--- config.mk ---
export PLATFORM = sky130hd
export DESIGN_NAME = btb_update_ctrl_flat
export DESIGN_NICKNAME = d
export VERILOG_FILES = /design/src/rtl/btb_update_ctrl_pkg.sv /design/src/rtl/btb_update_ctrl_if.sv /design/src/rtl/btb_update_ctrl_fifo.sv /design/src/rtl/btb_update_ctrl.sv /design/src/flat_wrapper.sv
export SDC_FILE = /design/constraint.sdc
export NUM_CORES = 1
export LEC_CHECK = 0
export ABC_AREA = 1
export BUFFER_PORTS_ARGS = -buffer_cell sky130_fd_sc_hd__clkbuf_2
export CAP_MARGIN = 20
export CORE_UTILIZATION = 61
export DETAILED_ROUTE_END_ITERATION = 6
export PLACE_DENSITY_LB_ADDON = 0.1
export SYNTH_ARGS = -nofsm -noshare
export SYNTH_HDL_FRONTEND = slang
export SYNTH_SLANG_ARGS = --single-unit
--- constraint.sdc ---
create_clock -name clk -period 10.6 [get_ports clk]
set_input_delay 2.12 -clock clk [delete_from_list [all_inputs] [get_ports clk]]
set_output_delay 2.12 -clock clk [all_outputs]
set_load 0.02 [all_outputs]
--- src/rtl/btb_update_ctrl_pkg.sv ---
// btb_update_ctrl_pkg: shared encodings and queue-entry layout for the BTB update scheduler
package btb_update_ctrl_pkg;
    localparam int IDX_W_MAX = 16;

    typedef enum logic [1:0] {
        BT_NONE     = 2'b00,
        BT_UNCOND   = 2'b01,
        BT_PCREL    = 2'b10,
        BT_INDIRECT = 2'b11
    } btype_t;

    typedef enum logic [1:0] {
        ST_IDLE  = 2'b00,
        ST_DRAIN = 2'b01,
        ST_SWEEP = 2'b10
    } state_t;

    typedef struct packed {
        logic [IDX_W_MAX-1:0] idx;
        logic [31:0]          tpc;
        logic                 taken;
        btype_t               btype;
        logic                 dir_fail;
        logic                 add_fail;
    } upd_entry_t;
endpackage

--- src/rtl/btb_update_ctrl_if.sv ---
// btb_update_ctrl_if: resolution-report handshake, invalidate request and BTB/direction write port
interface btb_update_ctrl_if #(
    parameter int INDEX_WIDTH = 8
);
    logic                   upd_valid;
    logic                   upd_ready;
    logic [31:0]            upd_pc;
    logic [31:0]            upd_tpc;
    logic                   upd_taken;
    logic [1:0]             upd_btype;
    logic                   upd_dir_fail;
    logic                   upd_add_fail;
    logic                   inv_req;
    logic                   inv_busy;
    logic                   btb_we;
    logic [INDEX_WIDTH-1:0] btb_widx;
    logic [31:0]            btb_wtarget;
    logic                   btb_wvalid;
    logic                   dir_we;
    logic                   dir_taken;

    modport master (
        output upd_valid, upd_pc, upd_tpc, upd_taken, upd_btype, upd_dir_fail, upd_add_fail, inv_req,
        input  upd_ready, inv_busy, btb_we, btb_widx, btb_wtarget, btb_wvalid, dir_we, dir_taken
    );

    modport slave (
        input  upd_valid, upd_pc, upd_tpc, upd_taken, upd_btype, upd_dir_fail, upd_add_fail, inv_req,
        output upd_ready, inv_busy, btb_we, btb_widx, btb_wtarget, btb_wvalid, dir_we, dir_taken
    );
endinterface

--- src/rtl/btb_update_ctrl_fifo.sv ---
// btb_upd_fifo: small circular update queue with tail overwrite and flush
module btb_upd_fifo
    import btb_update_ctrl_pkg::*;
#(
    parameter int DEPTH = 4
) (
    input  logic                   clk,
    input  logic                   rst,
    input  logic                   flush,
    input  logic                   push,
    input  logic                   pop,
    input  logic                   ovr,
    input  upd_entry_t             din,
    output upd_entry_t             head,
    output upd_entry_t             tail,
    output logic [$clog2(DEPTH):0] count,
    output logic                   full,
    output logic                   empty
);
    localparam int AW = $clog2(DEPTH);

    upd_entry_t        mem [DEPTH];
    logic [AW-1:0]     rd_ptr;
    logic [AW-1:0]     wr_ptr;
    logic [AW-1:0]     tl_ptr;

    // head, newest entry and occupancy flags
    always_comb begin
        tl_ptr = wr_ptr - AW'(1);
        head   = mem[rd_ptr];
        tail   = mem[tl_ptr];
        full   = count == (AW+1)'(DEPTH);
        empty  = count == '0;
    end

    // entry storage: push writes a new slot, overwrite replaces the newest slot
    always_ff @(posedge clk) begin
        if (push)
            mem[wr_ptr] <= din;
        else if (ovr)
            mem[tl_ptr] <= din;
    end

    // pointers and occupancy; flush drops every entry at once
    always_ff @(posedge clk) begin
        if (rst || flush) begin
            rd_ptr <= '0;
            wr_ptr <= '0;
            count  <= '0;
        end else begin
            rd_ptr <= pop ? rd_ptr + AW'(1) : rd_ptr;
            wr_ptr <= push ? wr_ptr + AW'(1) : wr_ptr;
            count  <= count + (AW+1)'(push) - (AW+1)'(pop);
        end
    end
endmodule

--- src/rtl/btb_update_ctrl.sv ---
// btb_update_ctrl: schedules branch-resolution writes and full-table invalidate sweeps onto the BTB write port
module btb_update_ctrl
    import btb_update_ctrl_pkg::*;
#(
    parameter int DEPTH       = 4,
    parameter int INDEX_WIDTH = 8
) (
    input logic              clk,
    input logic              rst,
    btb_update_ctrl_if.slave bus
);
    localparam int CW = $clog2(DEPTH) + 1;

    state_t               state;
    state_t               state_nx;
    logic [INDEX_WIDTH:0] cnt;
    logic [INDEX_WIDTH:0] cnt_nx;
    upd_entry_t           din;
    upd_entry_t           head;
    upd_entry_t           tail;
    logic [CW-1:0]        count;
    logic [CW-1:0]        count_nx;
    logic                 full;
    logic                 empty;
    logic                 sweep;
    logic                 ready;
    logic                 enq;
    logic                 pop;
    logic                 ovr;
    logic                 push;
    logic                 sweep_end;
    logic                 h_clear;
    logic                 h_ins;
    logic                 unused_bits;

    assign unused_bits = ^{bus.upd_pc, head.idx};

    btb_upd_fifo #(.DEPTH(DEPTH)) u_fifo (
        .clk   (clk),
        .rst   (rst),
        .flush (bus.inv_req),
        .push  (push),
        .pop   (pop),
        .ovr   (ovr),
        .din   (din),
        .head  (head),
        .tail  (tail),
        .count (count),
        .full  (full),
        .empty (empty)
    );

    // accept, filter and coalesce incoming reports; a same-cycle invalidate drops the report
    always_comb begin
        sweep         = state == ST_SWEEP;
        ready         = !full && !sweep;
        bus.upd_ready = ready;
        bus.inv_busy  = sweep;
        din           = '{idx: IDX_W_MAX'(bus.upd_pc[INDEX_WIDTH+2:3]), tpc: bus.upd_tpc,
                          taken: bus.upd_taken, btype: btype_t'(bus.upd_btype),
                          dir_fail: bus.upd_dir_fail, add_fail: bus.upd_add_fail};
        enq           = bus.upd_valid && ready && !bus.inv_req &&
                        (bus.upd_add_fail || bus.upd_dir_fail || bus.upd_btype == BT_NONE);
        pop           = state == ST_DRAIN && !bus.inv_req;
        ovr           = enq && !empty && tail.idx == din.idx && !(pop && count == CW'(1));
        push          = enq && !ovr;
        count_nx      = bus.inv_req ? '0 : count + CW'(push) - CW'(pop);
    end

    // next state and sweep counter; invalidate always (re)starts the sweep from index 0
    always_comb begin
        sweep_end = &cnt[INDEX_WIDTH-1:0];
        state_nx  = bus.inv_req ? ST_SWEEP :
                    sweep       ? (sweep_end ? ST_IDLE : ST_SWEEP) :
                    count_nx != '0 ? ST_DRAIN : ST_IDLE;
        cnt_nx    = bus.inv_req ? '0 : sweep ? cnt + (INDEX_WIDTH+1)'(1) : cnt;
    end

    // state and sweep counter registers
    always_ff @(posedge clk) begin
        if (rst) begin
            state <= ST_IDLE;
            cnt   <= '0;
        end else begin
            state <= state_nx;
            cnt   <= cnt_nx;
        end
    end

    // write-port decode: sweep clears, otherwise the queue head clears, inserts and/or trains
    always_comb begin
        h_clear         = head.btype == BT_NONE;
        h_ins           = head.taken && head.add_fail && !h_clear;
        bus.btb_we      = sweep || (pop && (h_clear || h_ins));
        bus.btb_wvalid  = pop && h_ins;
        bus.btb_widx    = sweep ? cnt[INDEX_WIDTH-1:0] : pop ? head.idx[INDEX_WIDTH-1:0] : '0;
        bus.btb_wtarget = pop && h_ins ? head.tpc : '0;
        bus.dir_we      = pop && head.btype == BT_PCREL;
        bus.dir_taken   = pop && head.btype == BT_PCREL && head.taken;
    end
endmodule

--- src/flat_wrapper.sv ---
// flat-port wrapper written by rule: the top's interface ports become plain ports
module btb_update_ctrl_flat import btb_update_ctrl_pkg::*;
#(
    parameter int DEPTH       = 4,
    parameter int INDEX_WIDTH = 8
)
  (clk, rst, bus_upd_valid, bus_upd_pc, bus_upd_tpc, bus_upd_taken, bus_upd_btype, bus_upd_dir_fail, bus_upd_add_fail, bus_inv_req, bus_upd_ready, bus_inv_busy, bus_btb_we, bus_btb_widx, bus_btb_wtarget, bus_btb_wvalid, bus_dir_we, bus_dir_taken);
  btb_update_ctrl_if #(.INDEX_WIDTH(INDEX_WIDTH)) bus_i ();
  input logic clk;
  input logic rst;
  input wire logic [$bits(bus_i.upd_valid)-1:0] bus_upd_valid;
  input wire logic [$bits(bus_i.upd_pc)-1:0] bus_upd_pc;
  input wire logic [$bits(bus_i.upd_tpc)-1:0] bus_upd_tpc;
  input wire logic [$bits(bus_i.upd_taken)-1:0] bus_upd_taken;
  input wire logic [$bits(bus_i.upd_btype)-1:0] bus_upd_btype;
  input wire logic [$bits(bus_i.upd_dir_fail)-1:0] bus_upd_dir_fail;
  input wire logic [$bits(bus_i.upd_add_fail)-1:0] bus_upd_add_fail;
  input wire logic [$bits(bus_i.inv_req)-1:0] bus_inv_req;
  output wire logic [$bits(bus_i.upd_ready)-1:0] bus_upd_ready;
  output wire logic [$bits(bus_i.inv_busy)-1:0] bus_inv_busy;
  output wire logic [$bits(bus_i.btb_we)-1:0] bus_btb_we;
  output wire logic [$bits(bus_i.btb_widx)-1:0] bus_btb_widx;
  output wire logic [$bits(bus_i.btb_wtarget)-1:0] bus_btb_wtarget;
  output wire logic [$bits(bus_i.btb_wvalid)-1:0] bus_btb_wvalid;
  output wire logic [$bits(bus_i.dir_we)-1:0] bus_dir_we;
  output wire logic [$bits(bus_i.dir_taken)-1:0] bus_dir_taken;
  assign bus_i.upd_valid = bus_upd_valid;
  assign bus_i.upd_pc = bus_upd_pc;
  assign bus_i.upd_tpc = bus_upd_tpc;
  assign bus_i.upd_taken = bus_upd_taken;
  assign bus_i.upd_btype = bus_upd_btype;
  assign bus_i.upd_dir_fail = bus_upd_dir_fail;
  assign bus_i.upd_add_fail = bus_upd_add_fail;
  assign bus_i.inv_req = bus_inv_req;
  assign bus_upd_ready = bus_i.upd_ready;
  assign bus_inv_busy = bus_i.inv_busy;
  assign bus_btb_we = bus_i.btb_we;
  assign bus_btb_widx = bus_i.btb_widx;
  assign bus_btb_wtarget = bus_i.btb_wtarget;
  assign bus_btb_wvalid = bus_i.btb_wvalid;
  assign bus_dir_we = bus_i.dir_we;
  assign bus_dir_taken = bus_i.dir_taken;
  btb_update_ctrl #(.DEPTH(DEPTH), .INDEX_WIDTH(INDEX_WIDTH)) u_core (.clk(clk), .rst(rst), .bus(bus_i));
endmodule
==> key figures, run 1 <==
Worst setup path
  – Nature of the critical path startpoint: input port
  – Crit. End Element: primary output
  – Worst-path fanout max: 32
  – Setup slack, reg-to-reg: 6870 ps
  – Crit path kind: input port to primary output
  – Slowest cell on crit path: inv_1
  – Data arrival time at the worst-slack endpoint: 4080 ps
  – Critical path's largest stage delay: about 370 ps
  – Crit path cell chain: clkbuf_2 -> inv_1 -> nand3_2 -> inv_1 -> nand3_1 -> nor2_2 -> inv_2 -> a21oi_1 -> clkbuf_2
  – WP data required: 8480 ps

Logic synthesis
  – Post-synthesis sequential area ratio: approximately two thirds
  – Synthesized area: 0.00833 mm2
  – Post-synth EDFFs: 176
  – Syn Nets: 859
  – Synth unique cells: 38
  – Yosys warns: 0
  – Ys flop type: edfxtp_1
  – Post-synth ARST share: 0%
  – Mapped Avg Cell Area: about 11 um2
  – #FFs+latches synth: 195
  – Post-synthesis cell count: 782

Power
  – Leak pwr: 3.69 nW
  – Power Density: 163 mW/mm2
  – Worst vdd ir: 0.000128 V
  – Total power: between 1.5 and 2 mW

GRT
  – Total global routing overflow: 0
  – Vias in the first global route: 5818
  – Initial antenna violation count: 0
  – First-pass GRT wire length: 28300 um
  – Largest net degree at the start of global routing: 90
  – GRT Util Overall: 26.7%

Drt
  – Avg Vias per Cell: 5.66
  – Post-route ant nets: 0
  – Avg WL per Cell: 17.0 um
  – 1st-iter DRT viols: 480
  – Final WL: 17900 um
  – DRC violations left: 0
  – Drt pass-1 iters: 7
  – Via count: 5970

Placed design
  – Dpl cell area: a little under 0.009 mm2
  – DP Cell Count: ~1000
  – Routability cong.: 0.905
  – Count of input and output buffers: 94
  – Hpwl dp: 10500 um

STA
  – Max Fclk: 161 MHz
  – Final Hold Fails: 0
  – Worst slew pin tran: 954 ps
  – Min Tclk post-route: 6200 ps
  – Max-slew violations: 0
  – Fin crit share: between 50% and 60%
  – Final setup viols: 0
  – RSZ-0062 raised after global routing: no
  – Max transition margin: 36.4%
  – Clock skew: 9.04 ps
  – Fin Setup TNS: 0 ps

Floorplanning
  – I/O pin total: about 120
  – Die height: 119 um
  – Die area: 0.0141 mm2
  – Rows: 42
  – Starting Density: 62.7%
  – Total core area: 0.0133 mm2
  – Die W: 119 um

Clocking
  – CTS sink cnt: 195
  – Num CTS Buffers: 17
  – Clock Path Buffers: 2
  – CTS H-tree lvls: 4
  – Worst skew pair latency: roughly 430 ps
  – CTS Root Cell: clkbuf_16
  – # hold bufs at CTS: 0
  – CTS tree: built
  – Reg clk slew, reported paths: 70 ps
  – Post-CTS setup buffers: 0
  – CTS resizes: 0

Finish
  – Diodes inserted: 0
  – Fillers: 903
  – Share of cells above drive strength 1: 18.3%
  – Fin area: 0.00953 mm2
  – Layout area overhead: 14.4%
  – Multi-input logic area: 0.00232 mm2
  – Util after Layout: 71.7%
  – Non-Filler Instances: 1055
  – Sequential cell area: between 0.005 and 0.006 mm2
  – Fin nets: around 940

Min path
  – HP Class: register to register

Run
  – Max Cap Violations: 0

Status
  – Status: complete, no violations
cell usage after synthesis (2+ instances only):
cell      instances  area, um2
a21oi_1          57        285
a221o_1           5       50.1
a32o_1            2       20.0
buf_1            11       41.3
buf_2             8       40.0
buf_4             2       15.0
buf_6             3       33.8
clkbuf_1         13       48.8
dfxtp_1          19        380
edfxtp_1        176       5290
ha_1              3       37.5
inv_1            44        165
inv_2             5       18.8
nand2_1         124        465
nand2_2           5       31.3
nand2_4           2       22.5
nand3_1          23        115
nand3_2           2       20.0
nand4_1           2       12.5
nor2_1          164        616
nor2_2            4       25.0
nor3_1            2       10.0
o21ai_0          87        435
o21ai_1           2       10.0
o22ai_1           3       18.8
xor2_1            2       17.5
sequential cells by signal, summed over array words and instances, names as in the netlist, named ones only:
name,cells
u_core.cnt,8
u_core.u_fifo.wr_ptr,2
u_core.u_fifo.rd_ptr,2
u_core.u_fifo.mem,176
u_core.state,2
u_core.u_fifo.count,3
worst max-delay path: cells and delay by family:
family	cells	cell delay, ps
buf+inv	5	1040
compound gates	1	280
simple gates	3	620
report_power, final:
group / leakage [nW] / total (mW) / switching (mW) / internal [mW]
Clock: 0.293 / 0.639 / 0.284 / 0.354
Combinational: 1.65 / 0.0626 / 0.0428 / 0.0198
Sequential: 1.75 / 0.852 / 0.00424 / 0.848
layout by cell type (no fill, tap or decap), types with 3 or more instances in the layout:
cell / instances
inv_6: 6
edfxtp_1: 176
ha_1: 3
nor2_2: 4
nand2_1: 124
a221o_1: 5
clkinv_4: 3
dfxtp_1: 17
inv_2: 5
nand3_1: 23
o21ai_0: 87
o22ai_1: 3
a21oi_1: 57
inv_1: 43
nand2_2: 5
clkbuf_2: 94
buf_4: 8
nor2_1: 160
clkbuf_16: 17
nor2_4: 5
stage by stage:
stage	setup WS [ps]	hold slack [ps]
floorplan	5000	412
global placement	4400	414
detailed placement	4390	427
CTS	4370	438
global route	4290	484
finish	4400	438
area by class of cell:
| class | count | share of cell area, % |
|---|---|---|
| Sequential cell | 195 | 59.5 |
| Multi-Input combinational cell | 500 | 24.4 |
| Timing Repair Buffer | 102 | 5.57 |
| Clock buffer | 17 | 4.46 |
| Tap cell | 176 | 2.31 |
| Inverter | 50 | 2.02 |
| Clock inverter | 15 | 1.79 |
layer usage:
metal  share of wire, %  track usage, %  vias to the layer above
met4                1.7            11.3                        0
met1                 39            31.0                     2861
met3                6.8            5.70                       29
li1                   -               -                     2860
met5                  0               0                        -
met2                 52            47.7                      220
final timing paths:
check	from	to	cells past startpoint
hold reg to reg	u_core.u_fifo.rd_ptr[1]$_SDFFE_PP0P_	register	1
hold / removal	u_core.u_fifo.rd_ptr[1]$_SDFFE_PP0P_	register	1
setup / recovery	bus_inv_req	bus_btb_wtarget[22]	9
setup reg to reg	u_core.u_fifo.wr_ptr[0]$_SDFFE_PP0P_	u_core.u_fifo.mem[1][37]$_DFFE_PP_	15
cell families after synthesis:
kind of cell               synth area share, %
DFF                                       68.0
and+or+nand+nor                           16.2
AOI/OAI and AO/OA                         10.4
adders and majority gates                0.691
xor gates and xnor gates                 0.210
buffers and inverters                     4.46
Note: power is estimated with default switching activity, not from simulation.
==> run 2, diff against run 1 <==
- CORE_UTILIZATION: 61 -> 52
- clock period: 10.6 -> 5.3 ns (I/O delays scaled with it)
==> run 2 against run 1 <==
Setup slack worse by 3200 ps; final cell count up 3.3%; largest cell class unchanged; clock power up 110%; first-iteration DRC count down 22%; combinational power up 98%; flip-flop and latch count unchanged; cell area up 0.80%; sequential power up 100%; core utilization down 9.4 points; count of clock-buffer cells in the layout unchanged; register-to-register slack worse by 5200 ps.
==> key figures, run 2 (synthesis results as in run 1) <==
STA
  – Fin crit share: between 70% and 80%
  – Final setup viols: 0 (unchanged)
  – Worst slew pin tran: 783 ps (-171 ps)
  – Max Fclk: between 200 and 250 MHz
  – Max-slew violations: 0 (unchanged)
  – Fin Setup TNS: 0 ps (unchanged)
  – Clock skew: 9.23 ps (+0.189 ps)
  – Final Hold Fails: 0 (unchanged)
  – Min Tclk post-route: 4090 ps
  – RSZ-0062 raised after global routing: no
  – Max transition margin: 47.6% (+11 points)

Clocking
  – CTS tree: built
  – CTS sink cnt: 195 (unchanged)
  – Reg clk slew, reported paths: 70 ps (about the same)
  – Clock Path Buffers: 2 (unchanged)
  – Post-CTS setup buffers: 0 (unchanged)
  – CTS H-tree lvls: 4 (unchanged)
  – # hold bufs at CTS: 0 (unchanged)
  – Worst skew pair latency: 430 ps (about the same)
  – Num CTS Buffers: 17 (unchanged)
  – CTS Root Cell: clkbuf_16
  – CTS resizes: 0 (unchanged)

Floorplanning
  – Die W: 129 um (+8.2%)
  – Die height: 129 um (+8.2%)
  – I/O pin total: 119 (unchanged)
  – Die area: 0.0165 mm2 (+17%)
  – Starting Density: 54.0% (-8.7 points)
  – Total core area: 0.0154 mm2 (+16%)
  – Rows: 45 (+7.1%)

GRT
  – Initial antenna violation count: 0 (unchanged)
  – Largest net degree at the start of global routing: 76 (-16%)
  – First-pass GRT wire length: 28200 um (-0.61%)
  – Total global routing overflow: 0 (unchanged)
  – GRT Util Overall: 23.0% (-3.7 points)
  – Vias in the first global route: 5760 (-1.0%)

Drt
  – Post-route ant nets: 0 (unchanged)
  – Via count: 5839 (-2.2%)
  – Avg WL per Cell: 16.4 um (-3.8%)
  – Final WL: 17800 um (-0.58%)
  – 1st-iter DRT viols: 373 (-22%)
  – Drt pass-1 iters: 5 (-2)
  – DRC violations left: 0 (unchanged)
  – Avg Vias per Cell: 5.36 (-5.3%)

Finish
  – Most frequent cells in the layout: 176 x edfxtp_1, 160 x nor2_1, 124 x nand2_1
  – Most common cell after layout, fill and taps aside: edfxtp_1
  – Fillers: 1230 (+36%)
  – Layout area overhead: 15.3%
  – Max reg flops: 176 (unchanged)
  – Fin nets: 943 (unchanged)
  – Fin area: 0.00961 mm2 (+0.80%)
  – Sequential cell area: 0.00567 mm2 (unchanged)
  – Util after Layout: 62.3% (-9.4 points)
  – Diodes inserted: 0 (unchanged)
  – Largest register by flop count: u_core.u_fifo.mem
  – Multi-input logic area: 0.00232 mm2 (unchanged)
  – Largest registers: u_core.u_fifo.mem: 176 flops, u_core.cnt: 8 flops, u_core.u_fifo.count: 3 flops
  – Share of cells above drive strength 1: 18.4% (+0.11 points)

Worst setup path
  – Crit. End Element: primary output
  – Critical path's largest stage delay: 320 ps (-50 ps)
  – Slowest cell on crit path: inv_1
  – Crit path kind: input port to primary output
  – Crit path cell chain: clkbuf_2 -> inv_1 -> nand3_2 -> inv_1 -> nand3_1 -> nor2_2 -> inv_2 -> a21oi_1 -> clkbuf_2
  – Data arrival time at the worst-slack endpoint: 3030 ps (-1050 ps)
  – Nature of the critical path startpoint: input port
  – Worst-path fanout max: 32 (unchanged)
  – WP data required: 4240 ps (-4240 ps)

Power
  – Internal cell power: 2.42 mW (+98%)
  – Sw Share: 22.9% (+1.5 points)
  – Total power: 3.14 mW (+100%)
  – Power Density: 327 mW/mm2 (+100%)
  – Leak pwr: 3.69 nW (+0.13%)
  – Worst vdd ir: 0.000259 V (+100%)
  – Logic pwr share: 3.9% (about the same)
  – Clock share of power: 41.8% (+0.7 points)
  – Reg power frac: 54.2% (-0.7 points)
  – Sw Pwr: 718 uW (+120%)

Placed design
  – Routability cong.: 0.862 (-4.7%)
  – Dpl cell area: 0.00898 mm2 (+0.49%)
  – Count of input and output buffers: 94 (unchanged)
  – Hpwl dp: 10800 um (+2.4%)

Run
  – Max Cap Violations: 0 (unchanged)

Min path
  – HP Class: register to register

Status
  – Status: complete, no violations
-- run 2: worst max-delay path: cells and delay by family --
family          cells  cell delay (ps)
simple gates        3              620
buf+inv             5             1010
compound gates      1              310
-- run 2: final timing paths --
path                                                           start                         end  slack, ps  depth (start not counted)
worst max register to register  u_core.u_fifo.wr_ptr[0]$_SDFFE_PP0P_  u_core.state[0]$_SDFF_PP0_       1640                         19
worst min-delay path            u_core.u_fifo.rd_ptr[1]$_SDFFE_PP0P_                    register        450                          1
worst min register to register  u_core.u_fifo.rd_ptr[1]$_SDFFE_PP0P_                    register        450                          1
worst max-delay path                                     bus_inv_req         bus_btb_wtarget[16]       1210                          9
-- run 2: layout make-up --
class	count	area share (%)
clock buffer	17	4.43
multi-input combinational	500	24.2
tap	211	2.75
timing repair buffer	102	5.52
sequential	195	59.0
clock inverter	15	2.11
inverter	50	2.01
-- run 2: layer usage --
layer	vias up	wire length, um	track usage, %
met5	-	0	0
met4	0	183	7.27
met3	20	1160	6.03
met2	169	9100	41.8
met1	2790	7400	26.3
li1	2860	-	-
-- run 2: power groups by stage --
| stage | Sequential, mW | Combinational (mW) | Clock, mW |
|---|---|---|---|
| 6_report | 1.70 | 0.124 | 1.31 |
| 3_5_place_dp | 1.74 | 0.124 | 0 |
| 4_1_cts | 1.70 | 0.125 | 1.33 |
| 2_1_floorplan | 1.74 | 0.0717 | 0 |
| 3_3_place_gp | 1.74 | 0.119 | 0 |
| 5_1_grt | 1.70 | 0.140 | 1.39 |
-- run 2: through the flow --
| stage | cells | hold WS (ps) | setup WS (ps) |
|---|---|---|---|
| global placement | 1058 | 414 | 1220 |
| floorplan | 782 | 412 | 962 |
| detailed placement | 1058 | 436 | 1190 |
| finish | 1090 | 448 | 1210 |
| global route | 1090 | 459 | 1020 |
| CTS | 1090 | 450 | 1190 |
